## config.mk

```make
export PLATFORM = sky130hd
export DESIGN_NAME = elevator_call_scheduler_flat
export DESIGN_NICKNAME = d
export VERILOG_FILES = /design/src/rtl/elevator_call_scheduler_if.sv /design/src/rtl/elevator_call_scheduler.sv /design/src/flat_wrapper.sv
export SDC_FILE = /design/constraint.sdc
export NUM_CORES = 1
export LEC_CHECK = 0
export CAP_MARGIN = 5
export CORE_UTILIZATION = 25
export DETAILED_ROUTE_END_ITERATION = 8
export DONT_BUFFER_PORTS = 1
export HOLD_SLACK_MARGIN = 0.08
export RECOVER_POWER = 50
export SYNTH_ARGS = -nofsm -noshare
export SYNTH_HDL_FRONTEND = slang
export SYNTH_SLANG_ARGS = --single-unit
export TNS_END_PERCENT = 50
```

## constraint.sdc

```tcl
create_clock -name clk -period 1.9 [get_ports clk]
set_input_delay 0.38 -clock clk [delete_from_list [all_inputs] [get_ports clk]]
set_output_delay 0.38 -clock clk [all_outputs]
set_load 0.005 [all_outputs]
```

## src/rtl/elevator_call_scheduler_if.sv

```systemverilog
// Call-button / elevator-FSM bundle for the call scheduler.
// The master drives the buttons and car status. The scheduler sits on the slave side.
interface elevator_call_scheduler_if #(
    parameter int NUM_FLOORS = 8
);
    logic [NUM_FLOORS-1:0] call_btn;
    logic [3:0]            current_floor;
    logic                  idle;
    logic [3:0]            requested_floor;
    logic [NUM_FLOORS-1:0] pending;
    logic                  dir_up;
    logic                  busy;

    modport master (
        output call_btn, current_floor, idle,
        input  requested_floor, pending, dir_up, busy
    );

    modport slave (
        input  call_btn, current_floor, idle,
        output requested_floor, pending, dir_up, busy
    );
endinterface

```

## src/rtl/elevator_call_scheduler.sv

```systemverilog
// Call-button synchroniser/debouncer, pending-call latch and SCAN sweep scheduler
// that feeds requested_floor to the elevator FSM.
module elevator_call_scheduler #(
    parameter int NUM_FLOORS      = 8,
    parameter int DEBOUNCE_CYCLES = 100000
) (
    input  logic                     clk,
    input  logic                     rst_n,
    elevator_call_scheduler_if.slave bus
);
    localparam logic [31:0] TICK_LAST = 32'(DEBOUNCE_CYCLES - 1);
    localparam logic [3:0]  TOP_FLOOR = 4'(NUM_FLOORS - 1);
    localparam logic [3:0]  FLOOR_LIM = 4'(NUM_FLOORS);

    typedef enum logic [1:0] {HOLD, UP, DOWN} state_t;

    logic [31:0]           tick_cnt_reg;
    logic                  tick;
    logic [NUM_FLOORS-1:0] press;
    logic [NUM_FLOORS-1:0] pending_reg;
    logic [NUM_FLOORS-1:0] pending_next;
    state_t                state_reg;
    logic [3:0]            requested_floor_reg;
    logic                  dir_up_reg;
    logic                  busy_reg;

    assign tick = (tick_cnt_reg == TICK_LAST);

    always_ff @(posedge clk or negedge rst_n) begin
        if (!rst_n) begin
            tick_cnt_reg <= '0;
        end else begin
            tick_cnt_reg <= tick ? '0 : tick_cnt_reg + 32'd1;
        end
    end

    generate
        for (genvar gi = 0; gi < NUM_FLOORS; gi++) begin : g_btn
            logic [1:0] sync_reg;
            logic [1:0] sample_reg;
            logic       level_reg;

            always_ff @(posedge clk or negedge rst_n) begin
                if (!rst_n) begin
                    sync_reg   <= '0;
                    sample_reg <= '0;
                    level_reg  <= 1'b0;
                end else begin
                    sync_reg <= {sync_reg[0], bus.call_btn[gi]};
                    if (tick) begin
                        sample_reg <= {sample_reg[0], sync_reg[1]};
                    end
                    if (sample_reg == 2'b11) begin
                        level_reg <= 1'b1;
                    end else if (sample_reg == 2'b00) begin
                        level_reg <= 1'b0;
                    end
                end
            end

            // One-cycle event as the debounced level is about to rise.
            assign press[gi] = (sample_reg == 2'b11) && !level_reg;

            // Clearing at the idle floor overrides a simultaneous press.
            assign pending_next[gi] = (pending_reg[gi] | press[gi]) &
                                      ~(bus.idle && (bus.current_floor == 4'(gi)));
        end
    endgenerate

    logic       any_above;
    logic       any_below;
    logic [3:0] up_target;
    logic [3:0] down_target;
    logic [3:0] hold_floor;
    logic       go_up;
    logic       go_down;

    // Descending scan leaves the lowest hit in up_target; ascending scan leaves the highest in down_target.
    always_comb begin
        any_above   = 1'b0;
        any_below   = 1'b0;
        up_target   = '0;
        down_target = '0;
        for (int f = NUM_FLOORS - 1; f >= 0; f--) begin
            if (pending_reg[f] && (4'(f) >= bus.current_floor)) begin
                any_above = 1'b1;
                up_target = 4'(f);
            end
        end
        for (int f = 0; f < NUM_FLOORS; f++) begin
            if (pending_reg[f] && (4'(f) <= bus.current_floor)) begin
                any_below   = 1'b1;
                down_target = 4'(f);
            end
        end
    end

    assign hold_floor = (bus.current_floor >= FLOOR_LIM) ? TOP_FLOOR : bus.current_floor;

    // DOWN keeps sweeping down while it can; HOLD and UP prefer going up.
    always_comb begin
        go_up   = 1'b0;
        go_down = 1'b0;
        if (state_reg == DOWN) begin
            go_down = any_below;
            go_up   = !any_below && any_above;
        end else begin
            go_up   = any_above;
            go_down = !any_above && any_below;
        end
    end

    always_ff @(posedge clk or negedge rst_n) begin
        if (!rst_n) begin
            pending_reg         <= '0;
            state_reg           <= HOLD;
            requested_floor_reg <= '0;
            dir_up_reg          <= 1'b0;
            busy_reg            <= 1'b0;
        end else begin
            pending_reg <= pending_next;
            if (go_up) begin
                state_reg           <= UP;
                requested_floor_reg <= up_target;
                dir_up_reg          <= 1'b1;
                busy_reg            <= 1'b1;
            end else if (go_down) begin
                state_reg           <= DOWN;
                requested_floor_reg <= down_target;
                dir_up_reg          <= 1'b0;
                busy_reg            <= 1'b1;
            end else begin
                state_reg           <= HOLD;
                requested_floor_reg <= hold_floor;
                dir_up_reg          <= 1'b0;
                busy_reg            <= 1'b0;
            end
        end
    end

    assign bus.pending         = pending_reg;
    assign bus.requested_floor = requested_floor_reg;
    assign bus.dir_up          = dir_up_reg;
    assign bus.busy            = busy_reg;
endmodule

```

## src/flat_wrapper.sv

```systemverilog
// flat-port wrapper written by rule: the top's interface ports become plain ports
module elevator_call_scheduler_flat 
#(
    parameter int NUM_FLOORS      = 8,
    parameter int DEBOUNCE_CYCLES = 100000
)
  (clk, rst_n, bus_call_btn, bus_current_floor, bus_idle, bus_requested_floor, bus_pending, bus_dir_up, bus_busy);
  elevator_call_scheduler_if #(.NUM_FLOORS(NUM_FLOORS)) bus_i ();
  input  logic clk;
  input  logic rst_n;
  input wire logic [$bits(bus_i.call_btn)-1:0] bus_call_btn;
  input wire logic [$bits(bus_i.current_floor)-1:0] bus_current_floor;
  input wire logic [$bits(bus_i.idle)-1:0] bus_idle;
  output wire logic [$bits(bus_i.requested_floor)-1:0] bus_requested_floor;
  output wire logic [$bits(bus_i.pending)-1:0] bus_pending;
  output wire logic [$bits(bus_i.dir_up)-1:0] bus_dir_up;
  output wire logic [$bits(bus_i.busy)-1:0] bus_busy;
  assign bus_i.call_btn = bus_call_btn;
  assign bus_i.current_floor = bus_current_floor;
  assign bus_i.idle = bus_idle;
  assign bus_requested_floor = bus_i.requested_floor;
  assign bus_pending = bus_i.pending;
  assign bus_dir_up = bus_i.dir_up;
  assign bus_busy = bus_i.busy;
  elevator_call_scheduler #(.NUM_FLOORS(NUM_FLOORS), .DEBOUNCE_CYCLES(DEBOUNCE_CYCLES)) u_core (.clk(clk), .rst_n(rst_n), .bus(bus_i));
endmodule
```

==> results.md, run 1 <==
* Root Buffer: clkbuf_16
* Hpwl dp at 5.29 mm
* 1st-iter DRT viols at 153
* H-tree Lvls at 3
* Residual DRC count at 0
* Largest register FFs at 32
* FFs w/ async S/R, synth at 100%
* Vias in the first global route at 2739
* Final Hold Fails at 87
* Post-synth top area cell: dfrtp_1
* Nets at 414
* CTS tree: built
* Crit share post-route at 99.5%
* Slew Limit Fails at 0
* Routed len/inst at 13.1 µm
* Gpl congestion at 0.893
* Initial antenna violation count at 0
* Die height at 127 µm
* Mapped Nets at 356
* Slew HR at 66.4%
* CP startpoint kind: register
* Synth cell types at 52
* Crit Path Class: reg2reg
* Placed cells at 557
* VDD IR max at 407 µV
* Ant diodes at 0
* Worst-path clk slew at 0.06 ns
* Most numerous cell in the Yosys netlist: dfrtp_1
* All-layer global routing usage at 10.3%
* Port buffer count at 0
* Core box area at 15200 µm²
* Clock period minus worst slack at 1.89 ns
* Setup WS post-layout at 0.00887 ns
* Reg2reg end: u_core.g_btn[5].sample_reg[1]
* Layout cell share with drive strength beyond 1 at 25.6%
* Die X at 127 µm
* Crit-path slowest cell: dfrtp_1
* Hold Slack at -0.257 ns
* Row count at 45
* Worst Path Arrival at 2.10 ns
* Gate Count Post-Synth at 332
* Global route overflow at 0
* Placement Cell Area at 4430 µm²
* Io pins at 29
* Hold-fix buffers, CTS at 8
* Total CTS buffers at 9
* Fillcell total at 1528
* Post-Route WL at 7.64 mm
* Final setup vio count at 0
* Clock Skews at 0.00418 ns
* Status: complete, but fails checks
* Post-route cell area at 4870 µm²
* Buf/Inv on CP at 1
* First-pass iteration count of the detailed router at 4
* Largest stage delay on the critical path at 0.40 ns
* Yosys warning total at 0
* Vias/cell at 4.63
* Setup tns final at 0 ns
* CTS sink count at 87
* Most used DFF post-synth: dfrtp_1
* Global-route wire length before repair at 13.1 mm
* Failing checks: hold timing
* R2r setup slk at 0.009 ns
* Post-synthesis sequential area ratio at 56.1%
* Post-synth EDFFs at 0
* Top Family by Delay on Critical Path: simple AND/OR/NAND/NOR gates
* Leak at 2.22 nW
* Die area at 16000 µm²
* Vias at 2699
* Synth Register Bits at 87
* Area grow syn2layout at 25.5%
* Synth cell count leaders: 87 x dfrtp_1, 24 x mux2_2, 22 x nor2_1
* Total of max-cap violations at 0
* Pre-CTS WS at -0.0139 ns
* Crit Reg-Reg Startpoint: u_core.tick_cnt_reg[24]
* Fmax at 0.529 GHz
* Worst Tran Pin Value at 0.497 ns
* CP required at 2.11 ns
* Critical Path Sink Type: register
* R2R depth at 5
* Pwr Density at 880 nW/µm²
* Syn_area_per_cell at 11.7 µm²
* Post-DRT Antenna Nets at 0
* Pin count of the biggest net entering global routing at 88
* Clock Path Buffers at 2
* Synth top area share at 56.1%
* Cells along the critical path: nor4_2, nand2_1, nor4_4, buf_12, mux2_2
* Hold Crit Class: in2async
* Initial core utilization at 25.5%
* Ranking of synthesized cells by area: dfrtp_1 56%, mux2_2 7.0%, xnor2_1 4.5%
* Non-filler cells, final at 583
* Post-Syn Area at 3880 µm²
* Unrepaired setup endpoints after global routing: true
* Crit path max fanout at 16
* Clock Latency Late Sink at 0.33 ns
-- per-stage QoR --
step / power (mW) / utilization (%) / hold WS (ns)
floorplan: 2.36 / - / 0.0844
global placement: 2.50 / 29.1 / 0.0882
detailed placement: 2.50 / 29.1 / 0.0878
CTS: 4.32 / 31.7 / -0.274
global route: 4.48 / 32.0 / -0.285
finish: 4.29 / 32.0 / -0.257
-- timing repair --
item / in CTS / in global routing
gates resized for setup: 2 / 6
setup endpoints to repair: 16 / 23
setup buffers: 0 / 2
pin swaps: 0 / 2
hold endpoints to repair: 95 / 87
-- how the worst max path moves through the flow --
stage,start,to,slack (ns),cells after the start
finish,u_core.tick_cnt_reg[24],u_core.g_btn[5].sample_reg[1],0.009,5
global placement,bus_current_floor[3],u_core.bus.requested_floor[0],-0.03,5
global route,u_core.tick_cnt_reg[24],u_core.g_btn[7].sample_reg[0],-0.09,5
detailed placement,u_core.tick_cnt_reg[24],u_core.g_btn[2].sample_reg[1],-0.01,5
floorplan,u_core.tick_cnt_reg[25],u_core.g_btn[0].sample_reg[0],0.006,4
CTS,u_core.tick_cnt_reg[24],u_core.g_btn[5].sample_reg[1],0.006,5
-- logic make-up (layout without fill, tap and decap cells) --
family | count (synthesis) | after routing | share of synthesized area, %
and+or+nand+nor | 105 | 105 | 14.6
DFF | 87 | 87 | 56.1
adders and majority gates | 9 | 9 | 2.90
AOI/OAI and AO/OA | 52 | 52 | 9.38
xor gates and xnor gates | 29 | 29 | 6.54
muxes | 27 | 27 | 7.74
buffers and inverters | 22 | 85 | 2.64
other | 1 | 1 | 0.0966
-- worst reg2reg max path: stages, from the launching register on --
cell and delay, ns:
dfrtp_1 0.40, nor4_2 0.31, nand2_1 0.16, nor4_4 0.37, buf_12 0.20, mux2_2 0.34
-- layout make-up --
class / count / area (µm²) / share of cell area, %
repair buffers: 56 / 453 / 9.30
clock buffers: 14 / 264 / 5.42
inverters: 13 / 48.8 / 1.00
multi-input cells: 223 / 1650 / 34.0
well taps: 188 / 235 / 4.83
flip-flops and latches: 87 / 2180 / 44.7
clock inverters: 2 / 38.8 / 0.796
-- layout by cell type, fill, tap and decap left out, types with 5 or more instances in the layout --
cell type	n
buf_4	47
nand2_1	20
xor2_1	9
nor3_1	5
nand3_1	14
dfrtp_1	87
mux2_2	24
a21oi_1	15
nor4_1	5
dlygate4sd3_1	8
clkbuf_16	9
inv_1	13
xnor2_1	20
nor2_1	21
nor2b_1	9
ha_1	8
nand4_1	6
-- layer usage --
layer | global-route usage [%] | up-vias | routed length, µm
li1 | - | 1293 | -
met1 | 13.3 | 1329 | 3670
met2 | 16.3 | 73 | 3490
met3 | 3.63 | 4 | 450
met4 | 3.05 | 0 | 34
met5 | 0 | - | 0
-- power breakdown --
| part | switching, mW | internal (mW) | leakage, nW |
|---|---|---|---|
| sequential | 0.0560 | 1.96 | 1.14 |
| combinational | 0.247 | 0.255 | 0.935 |
| clock | 0.678 | 1.09 | 0.147 |
| total | 0.982 | 3.31 | 2.22 |
(Power assumes the default switching activity.)
==> run 2: changes to the inputs <==
--- a/config.mk
+++ b/config.mk
@@ -10,6 +10,7 @@
 export DETAILED_ROUTE_END_ITERATION = 8
 export DONT_BUFFER_PORTS = 1
 export HOLD_SLACK_MARGIN = 0.08
+export MAX_ROUTING_LAYER = met4
 export RECOVER_POWER = 50
 export SYNTH_ARGS = -nofsm -noshare
 export SYNTH_HDL_FRONTEND = slang
==> results.md, run 2 (same netlist as run 1, synthesis figures left out) <==
* Row count at 45 (unchanged)
* VDD IR max at 406 µV (-0.23%)
* Post-DRT Antenna Nets at 0 (unchanged)
* Slew HR at 66.4% (about the same)
* Nets at 414 (unchanged)
* Io pins at 29 (unchanged)
* Vias/cell at 4.64 (+0.19%)
* 1st-iter DRT viols at 188 (+23%)
* Worst-path clk slew at 0.06 ns (about the same)
* Critical Path Sink Type: register
* Routed len/inst at 13.1 µm (-0.24%)
* Worst Tran Pin Value at 0.496 ns (-0.000245 ns)
* Area grow syn2layout at 25.5% (unchanged)
* Slew Limit Fails at 0 (unchanged)
* Hpwl dp at 5.29 mm (unchanged)
* Initial antenna violation count at 0 (unchanged)
* Total of max-cap violations at 0 (unchanged)
* Core box area at 15200 µm² (unchanged)
* Pre-CTS WS at -0.0139 ns (unchanged)
* Layout cell share with drive strength beyond 1 at 25.6% (unchanged)
* Port buffer count at 0 (unchanged)
* Die X at 127 µm (unchanged)
* Placed cells at 557 (unchanged)
* Placement Cell Area at 4430 µm² (unchanged)
* CP required at 2.11 ns (about the same)
* Die area at 16000 µm² (unchanged)
* Clock period minus worst slack at 1.89 ns (-0.00395 ns)
* CP startpoint: u_core.tick_cnt_reg[24]
* Clock Skews at 0.00517 ns (+0.000986 ns)
* Ant diodes at 0 (unchanged)
* Failing checks: hold timing
* Post-route cell area at 4870 µm² (unchanged)
* Leak at 2.22 nW (unchanged)
* Crit Path Class: reg2reg
* Worst Path Arrival at 2.10 ns (about the same)
* Hold-fix buffers, CTS at 8 (unchanged)
* Global-route wire length before repair at 13.1 mm (+0.11%)
* Final setup vio count at 0 (unchanged)
* Root Buffer: clkbuf_16
* Hold Crit Class: in2async
* Unrepaired setup endpoints after global routing: true
* Clock Latency Late Sink at 0.33 ns (about the same)
* First-pass iteration count of the detailed router at 4 (unchanged)
* Total CTS buffers at 9 (unchanged)
* Largest register FFs at 32 (unchanged)
* H-tree Lvls at 3 (unchanged)
* Gpl congestion at 0.908 (+1.7%)
* Post-Route WL at 7.62 mm (-0.24%)
* Non-filler cells, final at 583 (unchanged)
* Setup WS post-layout at 0.0128 ns (+0.00395 ns)
* Most common cell after layout, fill and taps aside: dfrtp_1
* Crit Reg-Reg Startpoint: u_core.tick_cnt_reg[24]
* Vias at 2704 (+0.19%)
* Initial core utilization at 25.5% (unchanged)
* Pwr Density at 880 nW/µm² (about the same)
* Status: complete, but fails checks
* Clock Path Buffers at 2 (unchanged)
* Most frequent cells in the layout: 87 x dfrtp_1, 47 x buf_4, 24 x mux2_2
* R2R depth at 5 (unchanged)
* Global route overflow at 0 (unchanged)
* Setup tns final at 0 ns (unchanged)
* R2r setup slk at 0.01 ns (about the same)
* Fmax at 0.530 GHz (+0.21%)
* Crit share post-route at 99.3% (-0.21 points)
* Vias in the first global route at 2731 (-0.29%)
* All-layer global routing usage at 10.6% (+0.31 points)
* CP startpoint kind: register
* Pin count of the biggest net entering global routing at 88 (unchanged)
* Die height at 127 µm (unchanged)
* Final Hold Fails at 87 (unchanged)
* CTS tree: built
* Residual DRC count at 0 (unchanged)
* Crit path to: u_core.g_btn[5].sample_reg[1]
* Crit path max fanout at 16 (unchanged)
* CTS sink count at 87 (unchanged)
* Reg2reg end: u_core.g_btn[5].sample_reg[1]
* Hold Slack at -0.257 ns (+0.0000640 ns)
[run 2: cell type report]
cell class / count / area (µm²)
timing repair buffer: 56 / 453
fill: 1528 / 10300
clock buffer: 14 / 264
multi-input combinational: 223 / 1650
clock inverter: 2 / 38.8
inverter: 13 / 48.8
sequential: 87 / 2180
tap: 188 / 235
[run 2: what timing repair did]
action | CTS | global route
pin swaps | 0 | 2
endpoints found under the hold margin | 95 | 87
setup endpoints to repair | 16 | 23
setup buffers | 0 | 2
gates resized for setup | 2 | 6
[run 2: critical path: stages, from the launching register on]
cell and delay [ns]:
dfrtp_1 0.40, nor4_2 0.31, nand2_1 0.15, nor4_4 0.37, buf_12 0.20, mux2_2 0.34
[run 2: layer usage]
metal | wire length (µm) | vias to the layer above | global-route usage, %
li1 | - | 1293 | -
met1 | 3630 | 1333 | 13.4
met2 | 3500 | 74 | 16.2
met3 | 446 | 4 | 3.63
met4 | 43 | 0 | 3.05
met5 | 0 | - | -
[run 2: metrics by stage]
step | util (%) | total power, mW
5_1_grt | 32.0 | 4.48
6_report | 32.0 | 4.29
3_5_place_dp | 29.1 | 2.50
3_3_place_gp | 29.1 | 2.50
2_1_floorplan | - | 2.36
4_1_cts | 31.7 | 4.32
[run 2: power breakdown]
group / switching [mW] / total [mW] / internal [mW] / leakage, nW
logic: 0.247 / 0.502 / 0.255 / 0.935
clock network: 0.678 / 1.77 / 1.09 / 0.147
registers: 0.0559 / 2.01 / 1.96 / 1.14
[run 2: worst min path at each step]
stage          depth (start not counted)  slack, ns  start                      end
2_1_floorplan                          0       0.08  rst_n          u_core.bus.busy
3_5_place_dp                           0       0.09  rst_n  u_core.tick_cnt_reg[11]
6_report                               0      -0.26  rst_n  u_core.tick_cnt_reg[15]
3_3_place_gp                           0       0.09  rst_n  u_core.tick_cnt_reg[11]
5_1_grt                                0      -0.29  rst_n  u_core.tick_cnt_reg[16]
4_1_cts                                0      -0.27  rst_n  u_core.tick_cnt_reg[16]
==> run 3: changes to the inputs <==
--- a/config.mk
+++ b/config.mk
@@ -5,7 +5,9 @@
 export SDC_FILE = /design/constraint.sdc
 export NUM_CORES = 1
 export LEC_CHECK = 0
+export ABC_CLOCK_PERIOD_IN_PS = 1900
 export CAP_MARGIN = 5
+export CORE_MARGIN = 2
 export CORE_UTILIZATION = 25
 export DETAILED_ROUTE_END_ITERATION = 8
 export DONT_BUFFER_PORTS = 1
==> results.md, run 3 (same netlist as run 1, synthesis figures left out) <==
* Total CTS buffers at 9 (unchanged)
* Crit share post-route at 102% (+3.1 points)
* Layout cell share with drive strength beyond 1 at 26.6% (+1.0 points)
* Slew Limit Fails at 0 (unchanged)
* Fmax at 0.514 GHz (-3.0%)
* Fillcell total at 1505 (-1.5%)
* Met1 Use GR at 12.6% (-0.73 points)
* Setup WS post-layout at -0.0457 ns (-0.0585 ns)
* Pre-CTS WS at -0.0214 ns (-0.00750 ns)
* CP required at 2.12 ns (about the same)
* First-pass iteration count of the detailed router at 4 (unchanged)
* VDD IR max at 451 µV (+11%)
* Most used routing layer: met2
* Most frequent cells in the layout: 87 x dfrtp_1, 46 x buf_4, 21 x nor2_1
* Critical Path Sink Type: register
* Failing checks: hold timing, setup timing
* Area grow syn2layout at 26.9%
* Gpl congestion at 0.882 (-2.8%)
* Crit Path Class: reg2reg
* Post-route cell area at 4920 µm² (+1.1%)
* Placement Cell Area at 4410 µm² (-0.34%)
* Clock Latency Late Sink at 0.33 ns (about the same)
* Root Buffer: clkbuf_16
* Final setup vio count at 14 (+14)
* Crit Reg-Reg Startpoint: u_core.tick_cnt_reg[17]
* Most common cell after layout, fill and taps aside: dfrtp_1
* M2 GR Usage at 16.0% (-0.26 points)
* CP startpoint: u_core.tick_cnt_reg[17]
* Non-filler cells, final at 583 (unchanged)
* Vias at 2727 (+0.85%)
* Port buffer count at 0 (unchanged)
* Nets at 414 (unchanged)
* Row count at 45 (unchanged)
* Ant diodes at 0 (unchanged)
* Die X at 129 µm (+1.6%)
* Core box area at 15200 µm² (unchanged)
* Post-DRT Antenna Nets at 0 (unchanged)
* Clock period minus worst slack at 1.95 ns (+0.0585 ns)
* Hpwl dp at 5.29 mm (about the same)
* Total of max-cap violations at 0 (unchanged)
* Largest register FFs at 32 (unchanged)
* CP startpoint kind: register
* Post-Route WL at 8.06 mm (+5.7%)
* Initial core utilization at 25.5% (unchanged)
* Leak at 2.24 nW (+0.72%)
* Global-route wire length before repair at 13.2 mm (+1.1%)
* Placed cells at 555 (-0.36%)
* Io pins at 29 (unchanged)
* H-tree Lvls at 3 (unchanged)
* Vias/cell at 4.68 (+0.85%)
* Clock Skews at 0.00470 ns (-0.000464 ns)
* Unrepaired setup endpoints after global routing: true
* Crit path max fanout at 8 (-8)
* All-layer global routing usage at 10.3% (-0.31 points)
* Final Hold Fails at 87 (unchanged)
* Global route overflow at 0 (unchanged)
* Hold-fix buffers, CTS at 8 (unchanged)
* Worst Path Arrival at 2.16 ns (+0.06 ns)
* Die area at 16500 µm² (+3.2%)
* CTS sink count at 87 (unchanged)
* Hold Slack at -0.264 ns (-0.00669 ns)
* Initial antenna violation count at 0 (unchanged)
* Utilization after layout at 32.4% (+0.35 points)
* Residual DRC count at 0 (unchanged)
* GR Util met3 at 3.95% (+0.32 points)
* Pin count of the biggest net entering global routing at 88 (unchanged)
* 1st-iter DRT viols at 169 (-10%)
* Die height at 129 µm (+1.6%)
* Routed len/inst at 13.8 µm (+5.7%)
* Hold Crit Class: in2async
* Vias in the first global route at 2795 (+2.3%)
* Setup tns final at -0.339 ns (-0.339 ns)
* Pwr Density at 860 nW/µm² (-2.3%)
* Worst-path clk slew at 0.06 ns (about the same)
* Clock Path Buffers at 2 (unchanged)
* CTS tree: built
* Status: complete, but fails checks
## run 3: per-layer routing
layer	part of all wire (%)	vias to the layer above
met5	0	-
met4	1.3	0
met3	6.1	11
met2	46	74
met1	47	1342
li1	-	1300
## run 3: final cells by class
type	instances	area, µm²	share of cell area [%]
Sequential cell	87	2180	44.2
Multi-Input combinational cell	223	1700	34.5
Timing Repair Buffer	56	470	9.56
Clock buffer	12	246	5.01
Tap cell	188	235	4.78
Inverter	13	48.8	0.991
Clock inverter	4	45.0	0.915
## run 3: metrics by stage
step	power (mW)	hold WS, ns
floorplan	2.36	0.0844
global placement	2.49	0.0883
detailed placement	2.50	0.0879
CTS	4.28	-0.277
global route	4.43	-0.285
finish	4.24	-0.264
## run 3: final timing paths
check | end | slack, ns | cells past startpoint
worst max-delay path | u_core.g_btn[0].sample_reg[1] | -0.05 | 6
worst min-delay path | u_core.tick_cnt_reg[23] | -0.26 | 0
worst max register to register | u_core.g_btn[0].sample_reg[1] | -0.05 | 6
worst min register to register | u_core.g_btn[4].sync_reg[1] | 0.35 | 0
max in group asynchronous | u_core.bus.pending[5] | 2.03 | 0
min in group clk | u_core.bus.pending[0] | 0.13 | 1
## run 3: report_power, final
group          switching [mW]  leakage (nW)  internal (mW)  total [mW]
registers              0.0730          1.14           1.96        2.03
clock network           0.688         0.146           1.05        1.74
logic                   0.232         0.952          0.237       0.469
## run 3: critical path: stages, from the launching register on
cell and delay [ns]:
dfrtp_1 0.42, nor4_2 0.37, nand3_2 0.15, nor4_4 0.22
buf_4 0.18, clkbuf_16 0.16, mux2_2 0.32
## run 3: what timing repair did
item	CTS	global route
endpoints found under the hold margin	95	87
cloned	0	1
setup buffers	1	2
endpoints found under the setup margin	19	31
pin swaps	1	3
resized for setup	4	15
